===== config.mk =====
export PLATFORM = sky130hd
export DESIGN_NAME = pb_pulse_stretch
export DESIGN_NICKNAME = d
export VERILOG_FILES = /design/src/rtl/pb_pulse_stretch.sv
export SDC_FILE = /design/constraint.sdc
export NUM_CORES = 1
export LEC_CHECK = 0
export BUFFER_PORTS_ARGS = -buffer_cell sky130_fd_sc_hd__buf_4
export CORE_AREA = 2 2 44 46
export CTS_BUF_LIST = sky130_fd_sc_hd__clkbuf_8
export DETAILED_ROUTE_END_ITERATION = 12
export DIE_AREA = 0 0 46 48
export PLACE_DENSITY = 0.59
export SLEW_MARGIN = 20
export SYNTH_ARGS = -nofsm -noshare
export SYNTH_HDL_FRONTEND = slang
export SYNTH_SLANG_ARGS = --single-unit

===== constraint.sdc =====
create_clock -name clk -period 2.2 [get_ports clk]
set_clock_uncertainty 0.05 [all_clocks]
set_input_delay 0.33 -clock clk [delete_from_list [all_inputs] [get_ports clk]]
set_output_delay 0.33 -clock clk [all_outputs]
set_load 0.05 [all_outputs]

===== src/rtl/pb_pulse_stretch.sv =====
// Stretches single-cycle strobes into level pulses with a minimum high width and low gap.
// Strobes arriving mid-pulse are queued in a saturating counter and replayed in order.
module pb_pulse_stretch #(
    parameter int unsigned HOLD_CYCLES = 4,
    parameter int unsigned GAP_CYCLES  = 2,
    parameter int unsigned PEND_MAX    = 3,
    localparam int unsigned PendW      = $clog2(PEND_MAX + 1)
) (
    input  logic             clk,
    input  logic             rst,
    input  logic             pulse_in,
    output logic             level_out,
    output logic             busy,
    output logic [PendW-1:0] pend_cnt,
    output logic             drop
);

    localparam int unsigned MaxCyc = (HOLD_CYCLES > GAP_CYCLES) ? HOLD_CYCLES : GAP_CYCLES;
    localparam int unsigned CntW   = (MaxCyc > 1) ? $clog2(MaxCyc) : 1;

    localparam logic [CntW-1:0]  HoldLoad = CntW'(HOLD_CYCLES - 1);
    localparam logic [CntW-1:0]  GapLoad  = CntW'(GAP_CYCLES - 1);
    localparam logic [PendW-1:0] PendFull = PendW'(PEND_MAX);

    typedef enum logic [1:0] {
        StIdle,
        StHigh,
        StGap
    } state_e;

    state_e           state_q, state_d;
    logic [CntW-1:0]  cnt_q, cnt_d;
    logic [PendW-1:0] pend_q, pend_d;
    logic             drop_q, drop_d;
    logic             level_q, level_d;
    logic             pend_nz;
    logic             cnt_zero;

    assign pend_nz  = (pend_q != '0);
    assign cnt_zero = (cnt_q == '0);

    always_comb begin
        state_d = state_q;
        cnt_d   = cnt_q;
        pend_d  = pend_q;
        drop_d  = 1'b0;

        unique case (state_q)
            StIdle: begin
                if (pulse_in) begin
                    state_d = StHigh;
                    cnt_d   = HoldLoad;
                end
            end
            StHigh: begin
                if (pulse_in) begin
                    if (pend_q < PendFull) pend_d = pend_q + 1'b1;
                    else                   drop_d = 1'b1;
                end
                if (cnt_zero) begin
                    state_d = StGap;
                    cnt_d   = GapLoad;
                end else begin
                    cnt_d = cnt_q - 1'b1;
                end
            end
            StGap: begin
                if (cnt_zero) begin
                    // Final gap cycle: a fresh strobe and a queued one cancel out in the count.
                    if (pend_nz || pulse_in) begin
                        state_d = StHigh;
                        cnt_d   = HoldLoad;
                        if (pend_nz && !pulse_in) pend_d = pend_q - 1'b1;
                    end else begin
                        state_d = StIdle;
                    end
                end else begin
                    cnt_d = cnt_q - 1'b1;
                    if (pulse_in) begin
                        if (pend_q < PendFull) pend_d = pend_q + 1'b1;
                        else                   drop_d = 1'b1;
                    end
                end
            end
            default: begin
                state_d = StIdle;
                cnt_d   = '0;
            end
        endcase

        level_d = (state_d == StHigh);
    end

    always_ff @(posedge clk or negedge rst) begin
        if (!rst) begin
            state_q <= StIdle;
            cnt_q   <= '0;
            pend_q  <= '0;
            drop_q  <= 1'b0;
            level_q <= 1'b0;
        end else begin
            state_q <= state_d;
            cnt_q   <= cnt_d;
            pend_q  <= pend_d;
            drop_q  <= drop_d;
            level_q <= level_d;
        end
    end

    assign level_out = level_q;
    assign pend_cnt  = pend_q;
    assign drop      = drop_q;
    assign busy      = (state_q != StIdle) || pend_nz;

endmodule


# == Word level (Yosys, flattened, before mapping) ==
# Index checks and enable logic that the tools add are counted.
# op_classes
add_sub_neg,3
magnitude_cmp,1
eq_ne,6
muxes,20
reduce_logical,11
# ops
operator,count
$mux W2,12
$pmux W2 S3,2
$ne A3 B3 Y1 const B,2
$reduce_bool A2 Y1,3
$eq A2 B1 Y1 const B,2
$logic_not A2 Y1,2
$mux W1,4
$pmux W2 S2,1
$sub A2 B1 Y2 const B,2
$reduce_and A3 Y1,1
$add A2 B1 Y2 const B,1
$eq A2 B2 Y1 const B,1
$logic_or A1 B1 Y1,2
$lt A2 B2 Y1 const B,1
$ne A2 B2 Y1 const B,1
$pmux W1 S2,1
$reduce_and A2 Y1,1
$logic_and A1 B1 Y1,1
$logic_not A1 Y1,1
# totals
ff_bits,8
input_bits,3
output_inout_bits,5
word_cells,46

# == Longest topological paths before layout ==
# Gate-level depths: netlist of run 1.
# logic_depth
depth_word,6
depth_mapped,6
ltp_nobuf,5

# == Worst setup path before layout of run 1 ==
# OpenSTA, ideal clock, no wires.
# synth_timing
kind,register to output
from,"register pend_q[0], in the netlist pend_cnt[0]"
to,output busy
arrival_time_ps,1419
required_ps,1820
setup_slack_ps,401
path_stages_with_launch,4
n_path_buf,0
path_cell_list,dfrtp_1 inv_1 ha_1 nand2_1
# synth_via
elab_chain_cells,2
# synth_rtl
element,line,source
from (decl),33,"logic [PendW-1:0] pend_q, pend_d;"
from (signal assigned),104,pend_q <= pend_d;
$reduce_bool A2 Y1,39,assign pend_nz = (pend_q != '0);
$logic_or A1 B1 Y1,113,assign busy = (state_q != StIdle) || pend_nz;
to (decl),13,"output logic busy,"
# No other way between the ends.

# == Worst setup path after layout of run 1 ==
# layout_timing
from,register state_q[0]
to,register cnt_q[1]
# layout_via
elab_chain_cells,3
elab_cells_between_ends,7
classes_between,4 x eq/ne; 1 x mux; 2 x reduce/logical
# layout_rtl
element,line,source
from (decl),31,"state_e state_q, state_d;"
from (signal assigned),96,state_q <= StIdle;
from (signal assigned),102,state_q <= state_d;
$eq A2 B2 Y1 / $logic_not A2 Y1 (equally long branches),48,unique case (state_q)
$ne A3 B3 Y1 (no line) / $ne A2 B2 Y1 (equally long branches),n/a,
$reduce_and A2 Y1 (no line),n/a,
to (signal assigned),103,cnt_q <= cnt_d;
to (decl),32,"logic [CntW-1:0] cnt_q, cnt_d;"
# Several ways; a longest one is shown, not always the timed one.
# A chain may end at the register's enable or synchronous reset.

==> results.cfg, run 1 <==
[status]
outcome = complete, no violations

[place]
buffer_ports.inserted = 7
placedCellCount = 91
pre_cts_ws_ns = 0.438
detailed_place_hpwl_um = 926
place.gp.congestion = 0.710

[synthesis]
synth_top_cell_by_area = dfrtp_1
synth_sequential_area_ratio_pct = 30.9
synth.top_cell.area_share_pct = 30.9
ys_top_cells_by_area = dfrtp_1 31%, ha_1 19%, inv_1 4.1%
synth_edf_count = 0
synth_fp_nets = 83
asyncSetResetFlopFracSynth_pct = 100
post_synth_inst_count = 70
syn_area_per_cell_um2 = 9.24
cell_variety_after_synth = 28
synth-warning-count = 0
ys.flop_type = dfrtp_1
postSynthRegisterBits = 8
netlist_area_um2 = 647

[finish]
number_of_nets_in_the_layout = 93
area_growth_syn_to_layout_pct = 17.0
num_antenna_cells = 0
multiInputGateArea_um2 = 402
post_layout_nonfiller_instances = 95
n_fill_cell = 153
regArea_um2 = 200
final_layout_size_suffix_gt1_share_pct = 19.2
mostFrequentLayoutCell = ha_1
most-common-layout-cells = 10 x ha_1, 8 x dfrtp_1, 7 x inv_1, 7 x buf_4
fin_util_pct = 44.8

[setup_path]
critical_path_peak_fanout = 14
type_of_the_worst_setup_path = flop to flop
cp_data_arrival_time_ns = 1.85
rr_startpoint = state_q[0]$_DFF_PN0_
reg2reg_slack_ns = 0.41
critical_path.reg2reg.endpoint = cnt_q[1]$_DFFE_PN0P_
rr_worst_depth = 5
critical_path.startpoint_type = flop
worst-endpoint-required_ns = 2.26
worst_setup_path_end_kind = flop

[power_and_ir_drop]
internal_power_w = 0.000628
power_frac_seq_pct = 23.5
pwr_density_cell_nw_per_um2 = 1600
ir_drop_v = 0.000640
p_sw_w = 0.000581
switching_share_pct = 48.0
share_clk_of_total_power_pct = 15.2
leakage_nw = 0.356
comb_power_share_pct = 61.3

[clock_tree]
h-tree-depth = 1
numCtsBuffers = 3
insertion_delay_ns = 0.23
clkTransAtPathRegs_ns = 0.05
cts-root-to-sink-buffers = 2
tritoncts_num_sinks = 8
cts-root-buf = clkbuf_8
setup_buffers_after_cts = 0
tritoncts_clock_tree = built

[min_path]
hold_path_startpoint = pulse_in
timing.hold.worst.class = input port to flop
hold_path_depth = 2
whs_endpoint = drop$_DFF_PN0_

[route]
met3WireLength_um = 51
drc = 0
detail-route-antenna-nets = 0
wl_met1_um = 715
routed-via-count = 520
detail_routed_via_count_per_cell = 5.47
first_pass_iters = 4
wire_length_on_met2_um = 550
highest-signal-layer = met4
routed_wire_length_per_instance_um = 14.0
drt-total-wl_um = 1330
detailedRoute.firstIterationViolations = 6

[grt]
grt_first_pass_wirelength_um = 2140
grt_pass1_vias = 476
antenna_found_initial = 0
track_usage_pct = 14.2
pin_count_of_the_biggest_net_entering_global_routing = 15
grt_remaining_overflow = 0

[floorplanning]
chipHeight_um = 48
io_pins = 8
die_area_um2 = 2210
core-area_um2 = 1690
num_rows = 15
dieWidth_um = 46
initial_core_util_pct = 38.3

[sta]
timing.fmax_ghz = 0.560
holdWs_ns = 0.393
final-max-slew-violation-count = 0
setup_ws_ns = 0.413
setup_viol = 0
timing_hold_violations_final = 0
tns_ns = 0
final_worst_path_cycle_share_pct = 81.2
rsz0062_at_grt = no
final.min_clock_period_ns = 1.79
tightest_slew_ns = 0.392
worst_slew_margin_rel_pct = 73.8

[job]
cap_violations = 0
state kept, by name, summed over array words and instances (netlist names):
| name | cells |
|---|---|
| drop | 1 |
| pend_cnt | 2 |
| level_out | 1 |
| state_q | 2 |
| cnt_q | 2 |
cell type report:
type | count | share of cell area [%]
well taps | 17 | 2.81
flip-flops and latches | 8 | 26.4
inverters | 8 | 3.97
repair buffers | 8 | 8.26
clock buffers | 3 | 5.45
multi-input cells | 51 | 53.1
layer usage:
| layer | track usage (%) | vias to the layer above |
|---|---|---|
| li1 | - | 263 |
| met1 | 19.3 | 246 |
| met2 | 21.1 | 9 |
| met3 | 3.40 | 2 |
| met4 | 6.86 | 0 |
| met5 | 0 | - |
worst max path at each step:
| stage | start | to | slack [ns] | depth (start not counted) |
|---|---|---|---|---|
| finish | state_q[0]$_DFF_PN0_ | cnt_q[1]$_DFFE_PN0P_ | 0.41 | 5 |
| detailed placement | state_q[0]$_DFF_PN0_ | cnt_q[1]$_DFFE_PN0P_ | 0.44 | 5 |
| CTS | state_q[0]$_DFF_PN0_ | cnt_q[1]$_DFFE_PN0P_ | 0.41 | 5 |
| global placement | state_q[0]$_DFF_PN0_ | cnt_q[1]$_DFFE_PN0P_ | 0.51 | 5 |
| global route | state_q[0]$_DFF_PN0_ | cnt_q[1]$_DFFE_PN0P_ | 0.29 | 5 |
| floorplan | pend_cnt[0]$_DFFE_PN0P_ | busy | 0.40 | 3 |
cell families (layout without fill, tap and decap cells):
logic type	count (synthesis)	after routing	share of synthesized area (%)
buffers and inverters	11	19	6.96
AND/OR/NAND/NOR	21	21	20.5
adder cells (fa/ha/maj)	10	10	19.3
multiplexers	1	1	1.74
flip-flops	8	8	30.9
AO/OA/AOI/OAI	19	19	20.5
repair_timing:
action | in CTS | in global routing
endpoints found under the hold margin | 8 | 0
hold buffers | 1 | 0
resized for setup | 0 | 0
synth_stat cells, types with 2 or more instances:
cell,count
ha_1,10
dfrtp_1,8
inv_1,7
a21oi_1,4
a31oi_1,4
nand2b_1,4
nor2b_1,4
o21ai_0,4
nand2_1,3
and4_1,2
buf_2,2
nor2_1,2
through the flow:
| stage | total power, W | cell area (um2) |
|---|---|---|
| floorplan | 0.000851 | 647 |
| global placement | 0.00103 | 706 |
| detailed placement | 0.00102 | 706 |
| CTS | 0.00122 | 757 |
| global route | 0.00132 | 757 |
| finish | 0.00121 | 757 |
power by group through the flow:
stage	registers, W	logic [W]	clock network [W]
after floorplan	0.000376	0.000475	0
after global placement	0.000286	0.000740	0
after detailed placement	0.000286	0.000738	0
after CTS	0.000284	0.000745	0.000190
after global routing	0.000294	0.000829	0.000198
final	0.000284	0.000742	0.000184
worst max-delay path, cell delays in order (launching register included):
cell	delay, ns
dfrtp_1	0.42
inv_1	0.12
ha_1	0.40
a31oi_1	0.16
nor2_1	0.17
mux2_2	0.36
Power figures use the tool's default switching activity.
==> run 2, diff against run 1 <==
ABC_AREA = 1   (was not set)
CORE_AREA = 2 2 43 45   (was 2 2 44 46)
DIE_AREA = 0 0 45 47   (was 0 0 46 48)
PLACE_DENSITY = 0.62   (was 0.59)
clock period = 1.58 ns   (was 2.2 ns; I/O delays follow)
==> results.cfg, run 2 <==
[route]
detail_routed_via_count_per_cell = 4.67
routed_wire_length_per_instance_um = 10.5
drt-total-wl_um = 1290
met3WireLength_um = 17
drc = 0
highest-signal-layer = met4
detail-route-antenna-nets = 0
first_pass_iters = 4
wire_length_on_met2_um = 630
detailedRoute.firstIterationViolations = 3
routed-via-count = 575
wl_met1_um = 635

[sta]
final.min_clock_period_ns = 1.50
worst_slew_margin_rel_pct = 84.9
timing.fmax_ghz = 0.668
tns_ns = 0
rsz0062_at_grt = no
timing_hold_violations_final = 0
final_worst_path_cycle_share_pct = 94.8
tightest_slew_ns = 0.227
final-max-slew-violation-count = 0
setup_viol = 0

[synthesis]
ys.flop_type = dfrtp_1
synth-warning-count = 0
syn_area_per_cell_um2 = 6.94
post_synth_inst_count = 91
yosys.cell_count.top_type = nand2_1
ys_top_cells_by_area = dfrtp_1 32%, ha_1 20%, nand2_1 18%
synth_sequential_area_ratio_pct = 31.7
synth.top_cell.area_share_pct = 31.7
synth_fp_nets = 104
netlist_area_um2 = 632
synth_edf_count = 0
asyncSetResetFlopFracSynth_pct = 100
synth_commonest_cells = 30 x nand2_1, 17 x inv_1, 10 x ha_1
postSynthRegisterBits = 8
synth_top_cell_by_area = dfrtp_1
cell_variety_after_synth = 14

[clock_tree]
cts-root-buf = clkbuf_8
tritoncts_clock_tree = built
h-tree-depth = 1
insertion_delay_ns = 0.23
tritoncts_num_sinks = 8
clkTransAtPathRegs_ns = 0.04
numCtsBuffers = 3
cts-root-to-sink-buffers = 2

[floorplanning]
initial_core_util_pct = 38.3
core-area_um2 = 1650
io_pins = 8
dieWidth_um = 45
num_rows = 15
chipHeight_um = 47
die_area_um2 = 2120

[power_and_ir_drop]
comb_power_share_pct = 61.7
share_clk_of_total_power_pct = 14.6
pwr_density_cell_nw_per_um2 = 2120
ir_drop_v = 0.00105
design_power_total_w = 0.00167
p_sw_w = 0.000824
power_frac_seq_pct = 23.7
switching_share_pct = 49.4
leakage_nw = 0.456
internal_power_w = 0.000845

[status]
outcome = complete, no violations

[place]
place.gp.congestion = 0.796
detailed_place_hpwl_um = 1010
buffer_ports.inserted = 7

[setup_path]
cp_data_arrival_time_ns = 1.21
type_of_the_worst_setup_path = flop to output pin
critical_path.reg2reg.endpoint = pend_cnt[1]$_DFFE_PN0P_
reg2reg_slack_ns = 0.16
worst_setup_path_end_kind = output pin
rr_worst_depth = 9
worst-endpoint-required_ns = 1.29
rr_startpoint = state_q[0]$_DFF_PN0_
critical_path.startpoint_type = flop
critical_path_peak_fanout = 7

[finish]
num_antenna_cells = 0
most-common-layout-cells = 30 x nand2_1, 18 x inv_1, 10 x buf_4
final_layout_size_suffix_gt1_share_pct = 19.8
n_fill_cell = 167
mostFrequentLayoutCell = nand2_1
number_of_nets_in_the_layout = 120
area_growth_syn_to_layout_pct = 24.8

[grt]
track_usage_pct = 14.0
grt_pass1_vias = 506
pin_count_of_the_biggest_net_entering_global_routing = 9
antenna_found_initial = 0
grt_first_pass_wirelength_um = 2070
grt_remaining_overflow = 0

[min_path]
hold_path_startpoint = pulse_in
whs_endpoint = drop$_DFF_PN0_
timing.hold.worst.class = input port to flop
hold_path_depth = 3

[job]
cap_violations = 0
[run 2: cell types whose count changed in the layout (fill, tap and decap cells not counted), moves of 3 or more]
cell,delta
a31oi_1,-4
buf_4,+3
inv_1,+11
nand2_1,+27
nand2b_1,-4
nand3_1,+5
nor2_1,+5
nor2b_1,-4
o21ai_0,-3
o21ai_1,+3
[run 2: worst max-delay path, stage by stage, from the launching register on]
cell and delay (ns):
dfrtp_2 0.45, inv_1 0.08, ha_2 0.21, nand2_1 0.06, buf_4 0.19
[run 2: per-layer routing]
| metal | track usage (%) | vias up |
|---|---|---|
| met2 | 20.9 | 5 |
| li1 | - | 306 |
| met3 | 2.31 | 2 |
| met1 | 18.3 | 262 |
| met5 | 0 | - |
| met4 | 10.6 | 0 |
[run 2: metrics by stage]
step | instance area (um2) | hold WS [ns] | setup WS [ns] | utilization [%] | cells
after floorplan | 634 | -0.109 | 0.0729 | - | 91
after global placement | 708 | 0.00863 | 0.166 | 42.9 | 115
after detailed placement | 708 | 0.00910 | 0.136 | 42.9 | 115
after CTS | 763 | 0.253 | 0.0483 | 46.2 | 120
after global routing | 788 | 0.273 | 0.00336 | 47.7 | 123
final | 788 | 0.256 | 0.0826 | 47.7 | 123
[run 2: logic make-up (layout without fill, tap and decap cells)]
logic type                 Yosys count  after routing  share of synthesized area [%]
buffers and inverters               19             34                           11.3
and+or+nand+nor                     46             46                           30.5
adders and majority gates           10             10                           19.8
DFF                                  8              8                           31.7
AOI/OAI and AO/OA                    8              8                           6.73
[run 2: area by class of cell]
cell class	instances	area (um2)	area share, %
multi-input cells	64	363	46.0
flip-flops and latches	8	203	25.7
repair buffers	11	85.1	10.8
inverters	19	71.3	9.05
clock buffers	3	41.3	5.24
well taps	17	21.3	2.70
clock inverters	1	3.75	0.476
[run 2: worst max-delay path by stage]
stage / endpoint / slack (ns) / cells past startpoint / start
2_1_floorplan: busy / 0.07 / 3 / pend_cnt[0]$_DFFE_PN0P_
3_3_place_gp: cnt_q[1]$_DFFE_PN0P_ / 0.17 / 5 / state_q[0]$_DFF_PN0_
3_5_place_dp: pend_cnt[1]$_DFFE_PN0P_ / 0.14 / 9 / state_q[0]$_DFF_PN0_
4_1_cts: busy / 0.05 / 4 / pend_cnt[0]$_DFFE_PN0P_
5_1_grt: busy / 0.003 / 4 / state_q[1]$_DFF_PN0_
6_report: busy / 0.08 / 4 / pend_cnt[0]$_DFFE_PN0P_
[run 2: power groups by stage]
| stage | Combinational, W | Clock [W] | Sequential, W |
|---|---|---|---|
| global route | 0.00116 | 0.000263 | 0.000410 |
| floorplan | 0.000589 | 0 | 0.000525 |
| global placement | 0.000950 | 0 | 0.000395 |
| CTS | 0.000965 | 0.000253 | 0.000401 |
| detailed placement | 0.000958 | 0 | 0.000402 |
| finish | 0.00103 | 0.000243 | 0.000396 |
[run 2: timing repair]
| item | CTS | global route |
|---|---|---|
| endpoints found under the setup margin | 0 | 2 |
| hold buffers | 1 | 0 |
| buffers inserted | 0 | 3 |
| endpoints found under the hold margin | 8 | 0 |
| resized for setup | 0 | 1 |
==> run 3, diff against run 2 <==
CORE_AREA = 2 2 39 41   (was 2 2 43 45)
DIE_AREA = 0 0 41 43   (was 0 0 45 47)
PLACE_DENSITY = 0.73   (was 0.62)
==> results.cfg, run 3 (same netlist as run 2, synthesis figures left out) <==
[power_and_ir_drop]
pwr_density_cell_nw_per_um2 = 2090
internal_power_w = 0.000807
power_frac_seq_pct = 24.4
switching_share_pct = 49.8
ir_drop_v = 0.000981
p_sw_w = 0.000799
comb_power_share_pct = 60.0
share_clk_of_total_power_pct = 15.7
leakage_nw = 0.448

[min_path]
hold_path_startpoint = pulse_in
timing.hold.worst.class = input port to flop

[sta]
tightest_slew_ns = 0.227
final_worst_path_cycle_share_pct = 96.0
setup_ws_ns = 0.0626
worst_slew_margin_rel_pct = 84.9
rsz0062_at_grt = no
final-max-slew-violation-count = 0
timing.fmax_ghz = 0.659
final.min_clock_period_ns = 1.52
setup_viol = 0
timing_hold_violations_final = 0
tns_ns = 0

[place]
buffer_ports.inserted = 7
pre_cts_ws_ns = 0.154
place.gp.congestion = 0.872
placedCellCount = 114
detailed_place_hpwl_um = 919

[grt]
pin_count_of_the_biggest_net_entering_global_routing = 9
track_usage_pct = 16.7
grt_pass1_vias = 475
grt_remaining_overflow = 0
grt_first_pass_wirelength_um = 1930
antenna_found_initial = 0

[setup_path]
critical_path.startpoint_type = flop
worst-endpoint-required_ns = 1.29
crit_start = pend_cnt[0]$_DFFE_PN0P_
rr_worst_depth = 9
timing_endpoint_of_the_critical_path = busy
rr_startpoint = state_q[0]$_DFF_PN0_
type_of_the_worst_setup_path = flop to output pin
worst_setup_path_end_kind = output pin
critical_path.reg2reg.endpoint = pend_cnt[1]$_DFFE_PN0P_
reg2reg_slack_ns = 0.16
cp_data_arrival_time_ns = 1.23
critical_path_peak_fanout = 7

[job]
cap_violations = 0

[route]
drc = 0
detail-route-antenna-nets = 0
first_pass_iters = 4
highest-signal-layer = met4
wl_met1_um = 595
detailedRoute.firstIterationViolations = 4
routed-via-count = 556
detail_routed_via_count_per_cell = 4.63
met3WireLength_um = 28
wire_length_on_met2_um = 528
routed_wire_length_per_instance_um = 9.93
drt-total-wl_um = 1190

[finish]
number_of_nets_in_the_layout = 118
num_antenna_cells = 0
final_layout_size_suffix_gt1_share_pct = 17.3
post_layout_nonfiller_instances = 120
area_growth_syn_to_layout_pct = 21.8
most-common-layout-cells = 30 x nand2_1, 18 x inv_1, 10 x ha_1
mostFrequentLayoutCell = nand2_1
fin_util_pct = 55.6

[floorplanning]
core-area_um2 = 1380
die_area_um2 = 1760
chipHeight_um = 43
initial_core_util_pct = 45.7
dieWidth_um = 41
io_pins = 8
num_rows = 14

[clock_tree]
clkTransAtPathRegs_ns = 0.04
h-tree-depth = 1
tritoncts_clock_tree = built
insertion_delay_ns = 0.23
cts-root-to-sink-buffers = 2
numCtsBuffers = 3
tritoncts_num_sinks = 8
ctsResizeCount = 0
cts-root-buf = clkbuf_8

[status]
outcome = complete, no violations
-- run 3: changes by cell type in the layout (fill, tap and decap cells not counted) --
cell / before / now
ha_2: 1 / 0
ha_1: 9 / 10
buf_4: 10 / 8
-- run 3: final cells by class --
| class | instances | area, um2 |
|---|---|---|
| Sequential cell | 8 | 203 |
| Clock buffer | 3 | 41.3 |
| Tap cell | 16 | 20.0 |
| Fill cell | 132 | 614 |
| Clock inverter | 1 | 3.75 |
| Timing Repair Buffer | 9 | 70.1 |
| Inverter | 19 | 71.3 |
| Multi-Input combinational cell | 64 | 360 |
-- run 3: worst min path at each step --
| stage | endpoint | slack, ns | cells past startpoint |
|---|---|---|---|
| after floorplan | cnt_q[0]$_DFFE_PN0P_ | -0.11 | 0 |
| after global placement | drop$_DFF_PN0_ | 0.01 | 1 |
| after detailed placement | drop$_DFF_PN0_ | 0.01 | 1 |
| after CTS | drop$_DFF_PN0_ | 0.25 | 3 |
| after global routing | drop$_DFF_PN0_ | 0.28 | 3 |
| final | drop$_DFF_PN0_ | 0.26 | 3 |
-- run 3: critical path, cell delays in order (launching register included) --
cell and delay, ns:
dfrtp_2 0.45, inv_1 0.07, ha_1 0.22, nand2_1 0.07, buf_4 0.19
-- run 3: power by group through the flow --
| stage | Combinational [W] | Sequential (W) | Clock [W] |
|---|---|---|---|
| after floorplan | 0.000589 | 0.000525 | 0 |
| after global placement | 0.000942 | 0.000394 | 0 |
| after detailed placement | 0.000943 | 0.000397 | 0 |
| after CTS | 0.000948 | 0.000395 | 0.000260 |
| after global routing | 0.00109 | 0.000406 | 0.000264 |
| final | 0.000963 | 0.000392 | 0.000251 |
-- run 3: metal layers --
metal | vias to the layer above | GRT usage (%)
met1 | 240 | 23.6
li1 | 300 | -
met5 | - | 0
met2 | 12 | 21.9
met3 | 4 | 3.14
met4 | 0 | 12.0
-- run 3: metrics by stage --
stage / total power (W) / hold slack (ns) / area, um2
after floorplan: 0.00111 / -0.109 / 634
after global placement: 0.00134 / 0.0100 / 707
after detailed placement: 0.00134 / 0.0109 / 707
after CTS: 0.00160 / 0.252 / 762
after global routing: 0.00176 / 0.285 / 769
final: 0.00161 / 0.258 / 769
-- run 3: timing repair --
item                       4_1_cts  5_1_grt
setup endpoints to repair        0        1
hold endpoints to repair         8        0
hold buffers                     1        0
buffers inserted                 0        1
